**src/rtl/mem_align_pkg.sv**
```systemverilog
// Shared types and op decode helpers for the load/store alignment unit.
package mem_align_pkg;

  typedef enum logic [2:0] {
    OP_LW  = 3'd0,
    OP_LH  = 3'd1,
    OP_LHU = 3'd2,
    OP_LB  = 3'd3,
    OP_LBU = 3'd4,
    OP_SW  = 3'd5,
    OP_SH  = 3'd6,
    OP_SB  = 3'd7
  } op_e;

  typedef enum logic [1:0] {
    ST_IDLE = 2'd0,
    ST_ACC1 = 2'd1,
    ST_ACC2 = 2'd2,
    ST_RESP = 2'd3
  } state_e;

  // Access size in bytes (1, 2 or 4).
  function automatic logic [2:0] op_size(input op_e op);
    case (op)
      OP_LW, OP_SW:         return 3'd4;
      OP_LH, OP_LHU, OP_SH: return 3'd2;
      default:              return 3'd1;
    endcase
  endfunction

  function automatic logic op_is_store(input op_e op);
    return (op == OP_SW) || (op == OP_SH) || (op == OP_SB);
  endfunction

  // Word loads sign-extend too, which matters once DATA_W is 64.
  function automatic logic op_is_signed(input op_e op);
    return (op == OP_LW) || (op == OP_LH) || (op == OP_LB);
  endfunction

endpackage

```
**src/rtl/mem_align_ext.sv**
```systemverilog
// Sign/zero extension of right-justified merged load bytes to full width.
module mem_align_ext
  import mem_align_pkg::*;
#(
  parameter int unsigned DATA_W = 32
) (
  input  logic [DATA_W-1:0] raw,
  input  logic [2:0]        size,
  input  logic              is_signed,
  output logic [DATA_W-1:0] ext_data_c
);

  localparam int unsigned BYTES = DATA_W / 8;

  logic fill;

  // Keep the low size bytes, replicate the fill bit over the rest.
  always_comb begin
    ext_data_c = '0;
    fill       = 1'b0;
    case (size)
      3'd1:    fill = raw[7];
      3'd2:    fill = raw[15];
      default: fill = raw[31];
    endcase
    fill = fill & is_signed;
    for (int i = 0; i < BYTES; i++) begin
      ext_data_c[i*8 +: 8] = (4'(i) < 4'(size)) ? raw[i*8 +: 8] : {8{fill}};
    end
  end

endmodule

```
**src/rtl/mem_align_unit.sv**
```systemverilog
// Load/store alignment unit: lane shifting, byte enables, split crossing
// accesses into two bus transactions and merge/extend load results.
module mem_align_unit
  import mem_align_pkg::*;
#(
  parameter int unsigned DATA_W          = 32,
  parameter int unsigned ADDR_W          = 32,
  parameter bit          ALLOW_UNALIGNED = 1'b1
) (
  input  logic                clk,
  input  logic                reset,
  input  logic                req_valid,
  output logic                req_ready,
  input  logic [2:0]          req_op,
  input  logic [ADDR_W-1:0]   req_addr,
  input  logic [DATA_W-1:0]   req_wdata,
  output logic                resp_valid,
  output logic [DATA_W-1:0]   resp_data,
  output logic                resp_err,
  output logic                busy,
  output logic                mem_req,
  output logic                mem_we,
  output logic [ADDR_W-1:0]   mem_addr,
  output logic [DATA_W/8-1:0] mem_be,
  output logic [DATA_W-1:0]   mem_wdata,
  input  logic                mem_ack,
  input  logic [DATA_W-1:0]   mem_rdata
);

  localparam int unsigned BYTES = DATA_W / 8;
  localparam int unsigned OFF_W = $clog2(BYTES);
  localparam int unsigned CW    = OFF_W + 2;

  state_e            state, state_d;
  op_e               op_q, op_d;
  logic [OFF_W-1:0]  off_q, off_d;
  logic [2:0]        size_q, size_d;
  logic [DATA_W-1:0] wdata_q, wdata_d;
  logic              cross_q, cross_d;
  logic [DATA_W-1:0] lo_q, lo_d;

  logic              req_ready_d, resp_valid_d, resp_err_d, busy_d;
  logic [DATA_W-1:0] resp_data_d;
  logic              mem_req_d, mem_we_d;
  logic [ADDR_W-1:0] mem_addr_d;
  logic [BYTES-1:0]  mem_be_d;
  logic [DATA_W-1:0] mem_wdata_d;

  op_e                 op_in;
  logic [2:0]          size_in;
  logic [OFF_W-1:0]    off_in;
  logic                misal_in, cross_in, accept;
  logic [OFF_W-1:0]    cur_off;
  logic [2:0]          cur_size;
  logic [DATA_W-1:0]   cur_wdata;
  logic [2*BYTES-1:0]  be_wide;
  logic [2*DATA_W-1:0] wdata_wide;
  logic [2*DATA_W-1:0] merged, merged_sh;
  logic [DATA_W-1:0]   raw_c, ext_c;

  // Decode the incoming request and build both halves of the lane layout.
  always_comb begin
    op_in     = op_e'(req_op);
    size_in   = op_size(op_in);
    off_in    = req_addr[OFF_W-1:0];
    misal_in  = |(req_addr[1:0] & 2'(size_in - 3'd1));
    cross_in  = (CW'(off_in) + CW'(size_in)) > CW'(BYTES);
    accept    = req_valid && req_ready;
    cur_off   = (state == ST_IDLE) ? off_in    : off_q;
    cur_size  = (state == ST_IDLE) ? size_in   : size_q;
    cur_wdata = (state == ST_IDLE) ? req_wdata : wdata_q;
    be_wide   = (((2*BYTES)'(1) << cur_size) - (2*BYTES)'(1)) << cur_off;
    wdata_wide = (2*DATA_W)'(cur_wdata) << {cur_off, 3'b000};
    merged    = (state == ST_ACC2) ? {mem_rdata, lo_q} : {{DATA_W{1'b0}}, mem_rdata};
    merged_sh = merged >> {off_q, 3'b000};
    raw_c     = merged_sh[DATA_W-1:0];
  end

  mem_align_ext #(.DATA_W(DATA_W)) u_ext (
    .raw        (raw_c),
    .size       (size_q),
    .is_signed  (op_is_signed(op_q)),
    .ext_data_c (ext_c)
  );

  // Next state and next values of every registered output.
  always_comb begin
    state_d      = state;
    op_d         = op_q;
    off_d        = off_q;
    size_d       = size_q;
    wdata_d      = wdata_q;
    cross_d      = cross_q;
    lo_d         = lo_q;
    resp_valid_d = 1'b0;
    resp_data_d  = resp_data;
    resp_err_d   = resp_err;
    mem_req_d    = mem_req;
    mem_we_d     = mem_we;
    mem_addr_d   = mem_addr;
    mem_be_d     = mem_be;
    mem_wdata_d  = mem_wdata;

    case (state)
      ST_IDLE: begin
        if (accept) begin
          op_d    = op_in;
          off_d   = off_in;
          size_d  = size_in;
          wdata_d = req_wdata;
          cross_d = cross_in;
          if (misal_in && !ALLOW_UNALIGNED) begin
            state_d      = ST_RESP;
            resp_valid_d = 1'b1;
            resp_err_d   = 1'b1;
            resp_data_d  = '0;
          end else begin
            state_d     = ST_ACC1;
            mem_req_d   = 1'b1;
            mem_we_d    = op_is_store(op_in);
            mem_addr_d  = {req_addr[ADDR_W-1:OFF_W], OFF_W'(0)};
            mem_be_d    = be_wide[BYTES-1:0];
            mem_wdata_d = wdata_wide[DATA_W-1:0];
          end
        end
      end
      ST_ACC1, ST_ACC2: begin
        if (mem_req && mem_ack) begin
          lo_d = mem_rdata;
          if ((state == ST_ACC1) && cross_q) begin
            state_d     = ST_ACC2;
            mem_addr_d  = mem_addr + ADDR_W'(BYTES);
            mem_be_d    = be_wide[2*BYTES-1:BYTES];
            mem_wdata_d = wdata_wide[2*DATA_W-1:DATA_W];
          end else begin
            state_d      = ST_RESP;
            mem_req_d    = 1'b0;
            mem_we_d     = 1'b0;
            mem_be_d     = '0;
            resp_valid_d = 1'b1;
            resp_err_d   = 1'b0;
            resp_data_d  = op_is_store(op_q) ? '0 : ext_c;
          end
        end
      end
      default: begin
        state_d     = ST_IDLE;
        resp_err_d  = 1'b0;
        resp_data_d = '0;
      end
    endcase

    req_ready_d = (state_d == ST_IDLE);
    busy_d      = (state_d != ST_IDLE);
  end

  // State, request latches and registered outputs.
  always_ff @(posedge clk) begin
    if (reset) begin
      state      <= ST_IDLE;
      op_q       <= OP_LW;
      off_q      <= '0;
      size_q     <= '0;
      wdata_q    <= '0;
      cross_q    <= 1'b0;
      lo_q       <= '0;
      req_ready  <= 1'b1;
      resp_valid <= 1'b0;
      resp_data  <= '0;
      resp_err   <= 1'b0;
      busy       <= 1'b0;
      mem_req    <= 1'b0;
      mem_we     <= 1'b0;
      mem_addr   <= '0;
      mem_be     <= '0;
      mem_wdata  <= '0;
    end else begin
      state      <= state_d;
      op_q       <= op_d;
      off_q      <= off_d;
      size_q     <= size_d;
      wdata_q    <= wdata_d;
      cross_q    <= cross_d;
      lo_q       <= lo_d;
      req_ready  <= req_ready_d;
      resp_valid <= resp_valid_d;
      resp_data  <= resp_data_d;
      resp_err   <= resp_err_d;
      busy       <= busy_d;
      mem_req    <= mem_req_d;
      mem_we     <= mem_we_d;
      mem_addr   <= mem_addr_d;
      mem_be     <= mem_be_d;
      mem_wdata  <= mem_wdata_d;
    end
  end

endmodule
```
**config.mk**
```make
export PLATFORM = sky130hd
export DESIGN_NAME = mem_align_unit
export DESIGN_NICKNAME = d
export VERILOG_FILES = /design/src/rtl/mem_align_pkg.sv /design/src/rtl/mem_align_ext.sv /design/src/rtl/mem_align_unit.sv
export SDC_FILE = /design/constraint.sdc
export NUM_CORES = 1
export LEC_CHECK = 0
export CAP_MARGIN = 40
export CORE_AREA = 2 2 125 218
export DETAILED_ROUTE_END_ITERATION = 6
export DIE_AREA = 0 0 127 220
export SLEW_MARGIN = 20
export SYNTH_ARGS = -nofsm -noshare
export SYNTH_HDL_FRONTEND = slang
export SYNTH_SLANG_ARGS = --single-unit
```
**constraint.sdc**
```tcl
create_clock -name clk -period 3.8 [get_ports clk]
set_input_delay 0.38 -clock clk [delete_from_list [all_inputs] [get_ports clk]]
set_output_delay 0.38 -clock clk [all_outputs]
set_load 0.05 [all_outputs]
```
==> impl_summary.txt, run 1 <==
----------------------------------------------------
[CTS]
  Setup repair bufs after CTS ... 0
  Post-CTS sizing ... 0
  Worst-Skew Late Latency ... 0.47 ns
  CTS H-tree lvls ... 4
  Quantity of hold-fixing buffers added after cts ... 0
  CTS root buffer ... sky130_fd_sc_hd__clkbuf_16
  Number of buffers added by the clock tree synthesis step ... 17
  Sinks on Clock Net ... 178
  Clock buffer depth ... 2
  Clock tree from TritonCTS ... done
  Post-CTS clock slew at the launch and capture registers of the worst setup and hold paths ... 0.07 ns

[Synth]
  Top cell type by total area after synthesis ... sky130_fd_sc_hd__dfxtp_1
  Synth Warn # ... 0
  Most frequent cells after synthesis ... 239 x sky130_fd_sc_hd__nand2_1, 178 x sky130_fd_sc_hd__dfxtp_1, 112 x sky130_fd_sc_hd__a21oi_1, 96 x sky130_fd_sc_hd__nor2_1, 92 x sky130_fd_sc_hd__mux2i_1
  Synthesized area per cell ... 8.11 sq um
  Register bit count reported by yosys ... 178
  Cell Area, Synth ... 10300 sq um
  Async set or reset register ratio after synthesis ... 0%
  Share of the yosys chip area belonging to registers ... 34.5%
  Synth unique cells ... 83
  Synth Flop Type ... sky130_fd_sc_hd__dfxtp_1
  Instance count of the mapped netlist ... 1272
  Number of enable flip-flop cells after synthesis ... 0
  Cell types with the largest area share after synthesis ... sky130_fd_sc_hd__dfxtp_1 35%, sky130_fd_sc_hd__mux2i_1 8.9%, sky130_fd_sc_hd__nand2_1 8.7%
  Cell with the most instances after synthesis ... sky130_fd_sc_hd__nand2_1
  Top cell type's share of synthesized area ... 34.5%

[GRT]
  Maximum number of pins on one net before global-route repair ... 75
  Total Routing Usage GR ... 26.1%
  Wire length of the first global-routing pass ... 56200 um
  Global-route congestion overflow total ... 0
  Vias in the first global route ... 9943
  Number of antenna violations at the first check in global routing ... 0

[STA]
  Fin worst setup slack ... 0.795 ns
  Max Clk Rate ... 333 MHz
  Total Neg Setup Slack ... 0 ns
  Remaining max-slew budget at the tightest pin ... 47.6%
  Setup Skew ... 0.0147 ns
  Count of final setup violators ... 0
  Final min period ... 3.00 ns
  Final worst path period share ... 79.1%
  Min Hold Slack ... 0.271 ns
  Number of hold violations in the final report ... 0
  RSZ-0062 raised after global routing ... false
  Pin slew with the least headroom to its limit ... 0.779 ns
  Final Slew Violations ... 0

[Die]
  Number of I/O pins ... 209
  Placeable core region ... 26300 sq um
  Die Span Y ... 220 um
  X dimension of the die ... 127 um
  # rows ... 79
  Initial core utilization ... 39.2%
  Die ar. ... 27900 sq um

[Power]
  Portion of total power attributed to sequential cells ... 34.1%
  Static Leak ... 4.75 nW
  Switching power ... 0.00280 W
  Internal ... 0.00393 W
  Relative contribution of combinational cells to total power ... 40.7%
  Worst-case vdd ir drop ... 0.315 mV
  Net switching fraction of the power ... 41.6%
  Fraction of power consumed by the clock network ... 25.2%
  Power Dens Cells ... 514 nW/um^2

[Critical path]
  Category of the worst setup path capture point ... flop
  Classification of the worst setup path ... flop to flop
  Worst path arrival time ... 3.38 ns
  Cell seen most often among critical-path stages ... sky130_fd_sc_hd__a311oi_1
  Count of buffering cells on the critical path with inverters included ... 1
  Critical path peak fanout ... 48
  Data required time of the critical path ... 4.18 ns
  Cell class contributing the biggest share of worst-path delay ... simple AND/OR/NAND/NOR gates
  Delay contributed by the slowest stage of the critical path ... 0.66 ns
  Critical Path Source Type ... flop
  Highest-delay cell along the critical path ... sky130_fd_sc_hd__mux2_2
  Crit-path cells ... inv_1 -> ha_4 -> mux2_2 -> nand2_1 -> nor2_1 -> a311oi_1 -> a311oi_1

[Final layout]
  Layout-stage area growth over the synthesis result ... 26.8%
  Summed area of non-filler cells in the final layout ... 13100 sq um
  Fraction of final layout cells with drive strength greater than 1 ... 9.10%
  Number of nets in the layout ... 1527
  Number of antenna diodes ... 0

[Detailed routing]
  DRC errors left ... 0
  Total iterations of the first detailed-routing run ... 5
  Ratio of routed vias to standard cells ... 5.86
  Total Wirelength ... 36700 um
  Detailed Route Iter0 Violations ... 769
  Antenna Violating Nets Remaining ... 0
  Vias ... 10300
  Routed len/inst ... 20.9 um

[Placed design]
  Hpwl dp ... 26400 um
  Number of I/O port buffers ... 205
  Total placed instance area ... 12500 sq um
  Final RePlAce weighted congestion ... 0.908
  Worst Setup Slack post-DPL ... 0.636 ns

[Flow run]
  Max Cap Violations ... 0

[Hold path]
  Class of the most critical hold timing path ... primary input to flop

[Outcome]
  Run status ... completed

----------------------------------------------------
final timing paths:
kind	to	start	cells after the start	slack (ns)
max	mem_be[3]	state[0]	7	0.80
min	mem_addr[6]	reset	2	0.27
min reg2reg	lo_q[26]	lo_q[26]	2	0.45
max reg2reg	mem_be[3]	state[0]	7	0.80
metrics by stage:
stage	util, %	cells	power (W)
6_report	49.8	1752	0.00673
5_1_grt	49.8	1752	0.00705
4_1_cts	49.7	1751	0.00676
3_5_place_dp	47.6	1719	0.00506
3_3_place_gp	47.6	1719	0.00505
2_1_floorplan	-	1274	0.00414
cells in the final DEF (no fill, tap or decap), types with 4 or more instances in the layout:
master                            netlist  final
sky130_fd_sc_hd__a21boi_0               4      4
sky130_fd_sc_hd__a311oi_1               4      4
sky130_fd_sc_hd__a211oi_1              22     22
sky130_fd_sc_hd__o2bb2ai_1              8      8
sky130_fd_sc_hd__o22a_1                 8      8
sky130_fd_sc_hd__clkbuf_16              0     17
sky130_fd_sc_hd__a211o_1                8      8
sky130_fd_sc_hd__and3_1                 9      9
sky130_fd_sc_hd__mux2_2                35     35
sky130_fd_sc_hd__nand4_1               13     13
sky130_fd_sc_hd__buf_4                 10     26
sky130_fd_sc_hd__o221ai_1              17     17
sky130_fd_sc_hd__o21ai_0               70     70
sky130_fd_sc_hd__o221a_2                5      5
sky130_fd_sc_hd__clkdlybuf4s50_1        0    204
sky130_fd_sc_hd__clkinv_4               0      5
sky130_fd_sc_hd__nand3_2                4      4
sky130_fd_sc_hd__a32oi_1                4      4
sky130_fd_sc_hd__mux2i_1               92     92
sky130_fd_sc_hd__dfxtp_1              178    177
sky130_fd_sc_hd__nand3_1               26     26
sky130_fd_sc_hd__nor3_1                18     18
sky130_fd_sc_hd__nor2_1                96     95
sky130_fd_sc_hd__inv_1                 15     15
sky130_fd_sc_hd__ha_1                   8      6
sky130_fd_sc_hd__o22ai_1               17     17
sky130_fd_sc_hd__o211a_1               12     12
sky130_fd_sc_hd__or3_1                  7      7
sky130_fd_sc_hd__and2_1                 5      5
sky130_fd_sc_hd__a31oi_1               16     16
sky130_fd_sc_hd__a21oi_1              112    112
sky130_fd_sc_hd__a221o_1               17     17
sky130_fd_sc_hd__o31a_1                 4      4
sky130_fd_sc_hd__a221oi_1               8      8
sky130_fd_sc_hd__xor2_1                 4      4
sky130_fd_sc_hd__nand2_1              239    239
cell families after synthesis:
kind of cell	Yosys count	synth area share, %
AND/OR/NAND/NOR	455	20.0
buffers and inverters	126	5.55
XOR/XNOR	4	0.339
flip-flops	178	34.5
adder cells (fa/ha/maj)	9	1.16
multiplexers	132	13.7
AO/OA/AOI/OAI	367	24.6
other	1	0.0363
sequential cells by signal (all words and copies together), names as in the netlist:
register    flops
req_ready       1
resp_data      32
resp_valid      1
op_q            3
mem_wdata      32
lo_q           32
cross_q         1
mem_be          4
mem_we          1
off_q           2
state           2
mem_addr       30
mem_req         1
wdata_q        32
size_q          3
busy            1
layer usage:
layer,track usage [%],vias to the layer above,share of wire [%]
met5,0,-,0
met2,47.3,361,52
li1,-,4924,-
met4,15.1,0,5.4
met1,28.9,4909,38
met3,3.45,79,4.3
power by group through the flow:
stage                     Clock [W]  Sequential (W)  Combinational [W]
after floorplan                   0         0.00276            0.00138
after global placement            0         0.00233            0.00272
after detailed placement          0         0.00233            0.00273
after CTS                   0.00173         0.00229            0.00274
after global routing        0.00179         0.00232            0.00293
final                       0.00170         0.00229            0.00274
area by class of cell:
cell class              count  area, sq um
inverters                  15         56.3
flip-flops and latches    178         3560
clock inverters            13          103
fillers                  2568        13200
clock buffers              19          443
well taps                 324          405
repair buffers            233         2300
multi-input cells         970         6210
(Power assumes the default switching activity.)
==> inputs of run 2 (changes only) <==
--- a/config.mk
+++ b/config.mk
@@ -9,6 +9,7 @@
 export CORE_AREA = 2 2 125 218
 export DETAILED_ROUTE_END_ITERATION = 6
 export DIE_AREA = 0 0 127 220
+export PLACE_DENSITY = 0.66
 export SLEW_MARGIN = 20
 export SYNTH_ARGS = -nofsm -noshare
 export SYNTH_HDL_FRONTEND = slang
==> constraint.sdc (replaced) <==
create_clock -name clk -period 2.67 [get_ports clk]
set_input_delay 0.267 -clock clk [delete_from_list [all_inputs] [get_ports clk]]
set_output_delay 0.267 -clock clk [all_outputs]
set_load 0.05 [all_outputs]
==> run 2 against run 1 <==
  * Flip-flop and latch count unchanged
  * Core utilization rose by 1.9 points
  * Die area unchanged
  * Critical path depth grew 1
  * Final area grew 3.8%
  * Clock skew is essentially flat
  * Maximum frequency increased by 18%
  * Sequential share of layout area decreased by 1.0 points
  * Critical endpoint unchanged
==> impl_summary.txt, run 2 (synthesized netlist as in run 1, its figures left out) <==
----------------------------------------------------
[Die]
  Initial core utilization ... 39.2%
  Number of I/O pins ... 209
  Die Span Y ... 220 um
  Die ar. ... 27900 sq um
  Placeable core region ... 26300 sq um
  X dimension of the die ... 127 um
  # rows ... 79

[Final layout]
  FF/Latch Area ... 3560 sq um
  Fin util ... 51.7%
  Count of non-filler cells in the finished layout ... 1804
  Number of nets in the layout ... 1579
  Number of antenna diodes ... 0
  Commonest non-fill, non-tap cell in the layout ... sky130_fd_sc_hd__nand2_1
  Number of filler cells placed in the layout ... 2545
  Summed area of non-filler cells in the final layout ... 13600 sq um
  Fraction of final layout cells with drive strength greater than 1 ... 12.3%
  Layout-stage area growth over the synthesis result ... 31.6%
  Leading cell types in the layout, fill and taps excluded ... 239 x sky130_fd_sc_hd__nand2_1, 204 x sky130_fd_sc_hd__clkdlybuf4s50_1, 177 x sky130_fd_sc_hd__dfxtp_1, 112 x sky130_fd_sc_hd__a21oi_1, 95 x sky130_fd_sc_hd__nor2_1
  Footprint of the multi-input gates ... 6210 sq um

[Critical path]
  Critical Path Source Type ... flop
  Critical path peak fanout ... 26
  Highest-delay cell along the critical path ... sky130_fd_sc_hd__mux2_4
  Delay contributed by the slowest stage of the critical path ... 0.42 ns
  Cell class contributing the biggest share of worst-path delay ... compound AO/OA/AOI/OAI gates
  Category of the worst setup path capture point ... flop
  Worst path arrival time ... 2.92 ns
  Crit-path cells ... inv_1 -> ha_4 -> buf_12 -> mux2_4 -> and2_1 -> a2111oi_0 -> a311oi_1 -> a311oi_1
  Classification of the worst setup path ... flop to flop
  Cell seen most often among critical-path stages ... sky130_fd_sc_hd__a311oi_1
  Data required time of the critical path ... 3.04 ns
  Count of buffering cells on the critical path with inverters included ... 2

[Outcome]
  Run status ... completed

[STA]
  Final min period ... 2.55 ns
  Pin slew with the least headroom to its limit ... 0.779 ns
  Number of hold violations in the final report ... 0
  Count of final setup violators ... 0
  Total Neg Setup Slack ... 0 ns
  Remaining max-slew budget at the tightest pin ... 48.0%
  Final Slew Violations ... 0
  Max Clk Rate ... 392 MHz
  RSZ-0062 raised after global routing ... false
  Setup Skew ... 0.0146 ns
  Fin worst setup slack ... 0.122 ns
  Final worst path period share ... 95.4%

[Detailed routing]
  Vias ... 10500
  Detailed Route Iter0 Violations ... 735
  Routed len/inst ... 19.8 um
  Total Wirelength ... 35800 um
  Antenna Violating Nets Remaining ... 0
  Ratio of routed vias to standard cells ... 5.83
  DRC errors left ... 0
  Total iterations of the first detailed-routing run ... 5

[Power]
  Worst-case vdd ir drop ... 0.516 mV
  Power Dens Cells ... 741 nW/um^2
  Static Leak ... 5.05 nW

[GRT]
  Number of antenna violations at the first check in global routing ... 0
  Maximum number of pins on one net before global-route repair ... 50
  Vias in the first global route ... 9930
  Total Routing Usage GR ... 25.0%
  Wire length of the first global-routing pass ... 54500 um
  Global-route congestion overflow total ... 0

[Placed design]
  Worst Setup Slack post-DPL ... -0.160 ns
  Hpwl dp ... 26400 um
  Number of I/O port buffers ... 205
  Total placed instance area ... 12900 sq um
  Final RePlAce weighted congestion ... 0.915
  Post-placement cell count ... 1772

[CTS]
  Quantity of hold-fixing buffers added after cts ... 0
  Sinks on Clock Net ... 178
  CTS root buffer ... sky130_fd_sc_hd__clkbuf_16
  Clock buffer depth ... 2
  Post-CTS sizing ... 0
  CTS H-tree lvls ... 4
  Post-CTS clock slew at the launch and capture registers of the worst setup and hold paths ... 0.07 ns
  Worst-Skew Late Latency ... 0.47 ns
  Setup repair bufs after CTS ... 0
  Clock tree from TritonCTS ... done
  Number of buffers added by the clock tree synthesis step ... 17

[Flow run]
  Max Cap Violations ... 0

[Hold path]
  Class of the most critical hold timing path ... primary input to flop

----------------------------------------------------
run 2: cell count changes in the layout (fill, tap and decap cells not counted), sizes merged:
| cell | change |
|---|---|
| buf | +52 |
| bufinv | +4 |
| clkbuf | +1 |
| clkinv | -4 |
| clkinvlp | +1 |
| inv | -2 |
run 2: area by class of cell:
class / instances / area share [%]
Clock inverter: 12 / 1.33
Timing Repair Buffer: 285 / 20.0
Sequential cell: 178 / 26.2
Multi-Input combinational cell: 970 / 45.7
Tap cell: 324 / 2.98
Inverter: 15 / 0.415
Clock buffer: 20 / 3.36
run 2: where the power goes:
part | switching (W) | internal [W] | total (W)
clock | 0.00115 | 0.00162 | 0.00277
sequential | 0.000271 | 0.00296 | 0.00323
combinational | 0.00253 | 0.00154 | 0.00407
total | 0.00395 | 0.00612 | 0.0101
run 2: path summary, 6_finish.rpt:
path | startpoint | endpoint | slack, ns | cells past startpoint
setup / recovery | state[0] | mem_be[3] | 0.12 | 8
hold reg to reg | mem_we | mem_we | 0.45 | 2
setup reg to reg | state[0] | mem_be[3] | 0.12 | 8
hold / removal | reset | mem_we | 0.07 | 2
run 2: metrics by stage:
step / hold WS [ns] / power, W
after floorplan: 0.403 / 0.00589
after global placement: 0.434 / 0.00728
after detailed placement: 0.443 / 0.00732
after CTS: 0.0622 / 0.0101
after global routing: 0.0783 / 0.0105
final: 0.0723 / 0.0101
run 2: routing by layer:
layer / global-route usage, % / routed length [um] / part of all wire, %
met1: 27.6 / 13700 / 38
met2: 45.2 / 18400 / 51
met3: 4.52 / 1840 / 5.2
met4: 13.2 / 1750 / 4.9
met5: 0 / 0 / 0
run 2: worst reg2reg max path, delay by kind of cell (launching register included):
family          cells  cell delay [ns]
flops               1             0.34
mux                 1             0.43
fa+ha+maj           1             0.29
simple gates        1             0.20
buf+inv             2             0.37
compound gates      3             0.83
